===== src/rtl/riscv_pkg.sv =====
// Shared types for the data-memory arbiter: data width, arbiter state, response owner
// and the request bundle that is muxed onto the memory port.
package riscv_pkg;

    localparam int XLEN = 32;

    typedef enum logic {
        CORE_PRI,
        DBG_FORCE
    } arb_state_e;

    typedef enum logic [1:0] {
        OWN_NONE,
        OWN_C,
        OWN_D
    } owner_e;

    typedef struct packed {
        logic            we;
        logic [3:0]      be;
        logic [XLEN-1:0] addr;
        logic [XLEN-1:0] wdata;
    } mem_req_t;

endpackage


===== src/rtl/riscv_arb_starve_ctr.sv =====
// Saturating count of consecutive core-won conflicts; raises force_o in the cycle
// the count reaches STARVE_MAX so the arbiter can switch state on that edge.
module riscv_arb_starve_ctr #(
    parameter int STARVE_MAX = 4
) (
    input  logic clk_i,
    input  logic rst_i,
    input  logic inc_i,
    input  logic clr_i,
    output logic force_o
);

    localparam int CW = $clog2(STARVE_MAX + 1);
    localparam logic [CW-1:0] MAX_C = CW'(STARVE_MAX);

    logic [CW-1:0] cnt_q;
    logic [CW-1:0] cnt_nxt;

    function automatic logic [CW-1:0] sat_inc(input logic [CW-1:0] v);
        return (v == MAX_C) ? v : v + CW'(1);
    endfunction

    always_comb begin
        cnt_nxt = cnt_q;
        if (clr_i) begin
            cnt_nxt = '0;
        end else if (inc_i) begin
            cnt_nxt = sat_inc(cnt_q);
        end
    end

    assign force_o = (cnt_nxt == MAX_C);

    always_ff @(posedge clk_i or posedge rst_i) begin
        if (rst_i) begin
            cnt_q <= '0;
        end else begin
            cnt_q <= cnt_nxt;
        end
    end

endmodule


===== src/rtl/riscv_dmem_arbiter.sv =====
// Two-port (core / debug) arbiter in front of the single-cycle data memory.
// Optional statistics counters are enabled with the RISCV_DMEM_ARB_STATS_EN macro.
module riscv_dmem_arbiter
    import riscv_pkg::*;
#(
    parameter int DMEM_WORDS = 1024,
    parameter int STARVE_MAX = 4,
    localparam int AW = $clog2(DMEM_WORDS)
) (
    input  logic            clk_i,
    input  logic            rst_i,
    input  logic            c_valid_i,
    output logic            c_ready_o,
    input  logic            c_we_i,
    input  logic [3:0]      c_be_i,
    input  logic [XLEN-1:0] c_addr_i,
    input  logic [XLEN-1:0] c_wdata_i,
    output logic            c_rvalid_o,
    output logic [XLEN-1:0] c_rdata_o,
    input  logic            d_valid_i,
    output logic            d_ready_o,
    input  logic            d_we_i,
    input  logic [3:0]      d_be_i,
    input  logic [XLEN-1:0] d_addr_i,
    input  logic [XLEN-1:0] d_wdata_i,
    output logic            d_rvalid_o,
    output logic [XLEN-1:0] d_rdata_o,
    output logic            mem_en_o,
    output logic            mem_we_o,
    output logic [3:0]      mem_be_o,
    output logic [AW-1:0]   mem_addr_o,
    output logic [XLEN-1:0] mem_wdata_o,
    input  logic [XLEN-1:0] mem_rdata_i
`ifdef RISCV_DMEM_ARB_STATS_EN
    ,
    output logic [31:0]     stat_conflict_o,
    output logic [31:0]     stat_force_o
`endif
);

    arb_state_e state_q;
    arb_state_e state_nxt;
    owner_e     owner_p1;
    logic       gnt_c;
    logic       gnt_d;
    logic       conflict;
    logic       force_req;
    mem_req_t   c_req;
    mem_req_t   d_req;
    mem_req_t   sel;
    logic       unused_addr_bits;

    // Grants are held low while reset is asserted so every output reads zero.
    assign conflict = ~rst_i & (state_q == CORE_PRI) & c_valid_i & d_valid_i;

    riscv_arb_starve_ctr #(
        .STARVE_MAX (STARVE_MAX)
    ) u_starve_ctr (
        .clk_i   (clk_i),
        .rst_i   (rst_i),
        .inc_i   (conflict),
        .clr_i   (gnt_d),
        .force_o (force_req)
    );

    always_comb begin
        gnt_c     = 1'b0;
        gnt_d     = 1'b0;
        state_nxt = state_q;
        if (!rst_i) begin
            unique case (state_q)
                CORE_PRI: begin
                    gnt_c = c_valid_i;
                    gnt_d = d_valid_i & ~c_valid_i;
                    if (force_req) state_nxt = DBG_FORCE;
                end
                DBG_FORCE: begin
                    gnt_d = d_valid_i;
                    gnt_c = c_valid_i & ~d_valid_i;
                    if (gnt_d) state_nxt = CORE_PRI;
                end
                default: state_nxt = CORE_PRI;
            endcase
        end
    end

    always_ff @(posedge clk_i or posedge rst_i) begin
        if (rst_i) begin
            state_q <= CORE_PRI;
        end else begin
            state_q <= state_nxt;
        end
    end

    assign c_req = '{we: c_we_i, be: c_be_i, addr: c_addr_i, wdata: c_wdata_i};
    assign d_req = '{we: d_we_i, be: d_be_i, addr: d_addr_i, wdata: d_wdata_i};

    always_comb begin
        sel = '0;
        if (gnt_c) begin
            sel = c_req;
        end else if (gnt_d) begin
            sel = d_req;
        end
    end

    assign c_ready_o   = gnt_c;
    assign d_ready_o   = gnt_d;
    assign mem_en_o    = gnt_c | gnt_d;
    assign mem_we_o    = sel.we;
    assign mem_be_o    = sel.be;
    assign mem_addr_o  = sel.addr[AW+1:2];
    assign mem_wdata_o = sel.wdata;
    assign unused_addr_bits = ^{sel.addr[XLEN-1:AW+2], sel.addr[1:0]};

    // ---- stage p1: response owner, data returns from memory this cycle ----
    always_ff @(posedge clk_i or posedge rst_i) begin
        if (rst_i) begin
            owner_p1 <= OWN_NONE;
        end else if (gnt_c && !c_we_i) begin
            owner_p1 <= OWN_C;
        end else if (gnt_d && !d_we_i) begin
            owner_p1 <= OWN_D;
        end else begin
            owner_p1 <= OWN_NONE;
        end
    end

    assign c_rvalid_o = (owner_p1 == OWN_C);
    assign d_rvalid_o = (owner_p1 == OWN_D);
    assign c_rdata_o  = c_rvalid_o ? mem_rdata_i : '0;
    assign d_rdata_o  = d_rvalid_o ? mem_rdata_i : '0;

`ifdef RISCV_DMEM_ARB_STATS_EN
    logic [31:0] stat_conflict_q;
    logic [31:0] stat_force_q;

    function automatic logic [31:0] sat_inc32(input logic [31:0] v);
        return (v == '1) ? v : v + 32'd1;
    endfunction

    always_ff @(posedge clk_i or posedge rst_i) begin
        if (rst_i) begin
            stat_conflict_q <= '0;
            stat_force_q    <= '0;
        end else begin
            if (conflict) stat_conflict_q <= sat_inc32(stat_conflict_q);
            if ((state_q == DBG_FORCE) && gnt_d) stat_force_q <= sat_inc32(stat_force_q);
        end
    end

    assign stat_conflict_o = stat_conflict_q;
    assign stat_force_o    = stat_force_q;
`endif

endmodule


===== config.mk =====
export PLATFORM = sky130hd
export DESIGN_NAME = riscv_dmem_arbiter
export DESIGN_NICKNAME = d
export VERILOG_FILES = /design/src/rtl/riscv_pkg.sv /design/src/rtl/riscv_arb_starve_ctr.sv /design/src/rtl/riscv_dmem_arbiter.sv
export SDC_FILE = /design/constraint.sdc
export NUM_CORES = 1
export LEC_CHECK = 0
export CAP_MARGIN = 20
export CORE_AREA = 5 5 110 112
export CTS_CLUSTER_SIZE = 14
export DETAILED_ROUTE_END_ITERATION = 12
export DIE_AREA = 0 0 115 117
export SETUP_SLACK_MARGIN = 0.5
export SLEW_MARGIN = 20
export SYNTH_ARGS = -nofsm -noshare
export SYNTH_HDL_FRONTEND = slang
export SYNTH_HIERARCHICAL = 1
export SYNTH_SLANG_ARGS = --single-unit

===== constraint.sdc =====
create_clock -name clk_i -period 3.4 [get_ports clk_i]
set_clock_uncertainty 0.05 [all_clocks]
set_input_delay 0.85 -clock clk_i [delete_from_list [all_inputs] [get_ports clk_i]]
set_output_delay 0.85 -clock clk_i [all_outputs]
set_load 0.01 [all_outputs]

==> results.cfg <==
[layout]
final_nets = 645
stdcell_area_sq_mm = 0.00433
drive_above_1_share_pct = 18.4
diodes = 0
final_core_util_pct = 38.9
area_delta_synth_final_pct = 191

[synth]
synth_fp_nets = 400
synth_area_sq_mm = 0.00149
synth_top_area_share_pct = 27.6
ys_types = 23
ys.warnings.count = 6
synth_edf_count = 0
synth_seq_cells = 6
synth_ff_type = dfrtp_1
netlist_top_cells_area = a32oi_1 28%, and2_1 27%, nor2_1 14%
syn_avg_cell_area_sq_um = 6.65
synthCells = 224
seq_area_frac_synth_pct = 10.1
synthArstFlopShare_pct = 100
yosysMostFrequentCell = and2_1
netlist_top_cells_count = 64 x and2_1, 54 x nor2_1, 47 x a32oi_1
synth_top_cell_by_area = a32oi_1

[die]
chipHeight_um = 117
core_area_sq_mm = 0.0111
ioPinCount = 290
fp.dieW_um = 115
rows = 39
initial_core_util_pct = 13.4
die_area_sq_mm = 0.0135

[setup_path]
end_kind = output port
worstPathCellList = clkdlybuf4s50_1, and2_1, clkdlybuf4s50_1
slowest_delay_ps = 530
path_delay_family = buffers and inverters
crit_path_frequent_cell = clkdlybuf4s50_1
path_buf_inv = 2
crit_fanout = 2
critPathKind = input port to output port
cp_data_arrival_time_ps = 1980
cp.required_ps = 2500
cp-start-kind = input port
critPathSlowestCell = clkdlybuf4s50_1

[timing]
relSlewSlack_pct = 63.7
fmax_ghz = 0.348
setup-violations-final = 0
hold_ws_ps = 480
layout_setup_ws_ps = 525
hold_viol_final = 0
drv_slew = 0
period_share_pct = 84.6
rsz0062_at_grt = false
period_minus_slack_ps = 2880
tightest_slew_ps = 545

[placed_design]
postPlaceCellArea_sq_mm = 0.00410
dp_hpwl_mm = 7.33
post-place-ws_ps = -51.8
gp_congestion = 0.809
port_buffers = 245

[drt]
num_vias = 2694
firstDrtPassIters = 4
vias_per_cell = 4.42
drc = 0
post_drt_wl_per_cell_um = 16.1
detail-route-antenna-nets = 0
dr.first_iter.drc_count = 189
drt-total-wl_mm = 9.79

[min_path]
hp-class = input port to async pin

[grt]
antenna_found_initial = 0
grt-ovfl-total = 0
grt_max_degree = 52
grt_pass1_vias = 2704
grt_pass1_wl_mm = 13.3
grt_usage_pct = 12.0

[clocking]
cts_htree_levels = 1
clkTransAtPathRegs_ps = 30
clk_latency_ps = 230
clock_sinks = 6
cts.path.max_buffers = 2
ctsRootBufferMaster = clkbuf_16
cts_made_buffers = 3
cts_tree = done

[power]
power.density_mw_per_mm2 = 222
irDropWorstVdd_mv = 0.128
power_leakage_nw = 2.37

[run_status]
status = completed

[flow_run]
cap_violations = 0
==> metal layers <==
| layer | track usage [%] | wire length, um |
|---|---|---|
| met5 | 0 | 0 |
| met4 | 2.50 | 99 |
| met3 | 4.37 | 1210 |
| met2 | 22.5 | 4960 |
| met1 | 13.0 | 3530 |
==> area by class of cell <==
| type | count | area (sq um) |
|---|---|---|
| multi-input combinational | 186 | 1240 |
| inverter | 4 | 15.0 |
| timing repair buffer | 268 | 2680 |
| sequential | 6 | 150 |
| tap | 143 | 179 |
| clock buffer | 3 | 75.1 |
| fill | 1147 | 6790 |
==> cell families (layout without fill, tap and decap cells) <==
| logic type | after synthesis | in the layout | share of synthesized area [%] |
|---|---|---|---|
| and+or+nand+nor | 129 | 129 | 45.6 |
| buffers and inverters | 32 | 275 | 10.7 |
| muxes | 1 | 1 | 0.672 |
| DFF | 6 | 6 | 10.1 |
| AOI/OAI and AO/OA | 53 | 53 | 30.7 |
| xor gates and xnor gates | 1 | 1 | 0.588 |
| adders and majority gates | 2 | 2 | 1.68 |
==> worst register-to-register path, stage by stage, from the launching register on <==
cell and delay [ps]:
dfrtp_1 450, nand2b_4 220, buf_4 180, nor2_1 260
a21boi_2 230, xnor2_1 100, o211a_1 210, a21oi_1 150
a31oi_1 60
==> path summary, 6_finish.rpt <==
kind	from	to	slack (ps)	cells past startpoint
max in group asynchronous	rst_i	u_starve_ctr/cnt_q[2]	2350	3
max reg2reg	state_q	state_q	1370	8
min in group clk_i	u_starve_ctr/cnt_q[1]	u_starve_ctr/cnt_q[1]	570	2
min reg2reg	u_starve_ctr/cnt_q[1]	u_starve_ctr/cnt_q[1]	570	2
max	mem_rdata_i[30]	d_rdata_o[30]	520	3
min	rst_i	state_q	480	2
==> power by group <==
part | total (mW) | internal [mW] | leakage (nW) | switching [mW]
logic | 0.670 | 0.387 | 2.25 | 0.283
registers | 0.103 | 0.0861 | 0.0805 | 0.0169
clock network | 0.188 | 0.151 | 0.0370 | 0.0371
total | 0.961 | 0.624 | 2.37 | 0.337
==> per-stage QoR <==
stage               power (mW)  setup TNS (ps)  cells
global route              1.03               0    610
global placement         0.714            -306    596
CTS                      0.942               0    608
finish                   0.961               0    610
floorplan                0.358               0    224
detailed placement       0.721            -822    596
==> state kept, by name (all words and copies together), names as in the netlist <==
signal / flops
owner_p1: 2
state_q: 1
u_starve_ctr/cnt_q: 3
==> repair_timing <==
| action | in CTS | in global routing |
|---|---|---|
| endpoints found under the hold margin | 0 | 0 |
| cloned | 4 | 2 |
| pin swaps | 8 | 2 |
| buffers inserted | 5 | 0 |
| endpoints found under the setup margin | 60 | 56 |
| gates resized for setup | 200 | 41 |
| hold buffers | 0 | 0 |
==> placed cells by master (no fill, tap or decap) <==
cell type	count
a31oi_1	1
clkbuf_16	5
xnor2_1	1
a21boi_4	1
nand2b_4	1
o211a_1	1
nor2_1	54
clkdlybuf4s15_2	11
nor2b_1	3
nand2_1	3
buf_16	4
a21boi_2	1
buf_4	10
inv_1	4
mux2i_1	1
and2_1	64
dfrtp_1	6
buf_2	39
nor3_4	1
nor3_1	2
dlymetal6s2s_1	33
a21oi_1	2
buf_12	3
and4b_4	1
ha_1	2
dlygate4sd2_1	13
buf_6	4
a32oi_2	5
clkdlybuf4s50_1	149
a32oi_1	42
Note: power is estimated with default switching activity, not from simulation.
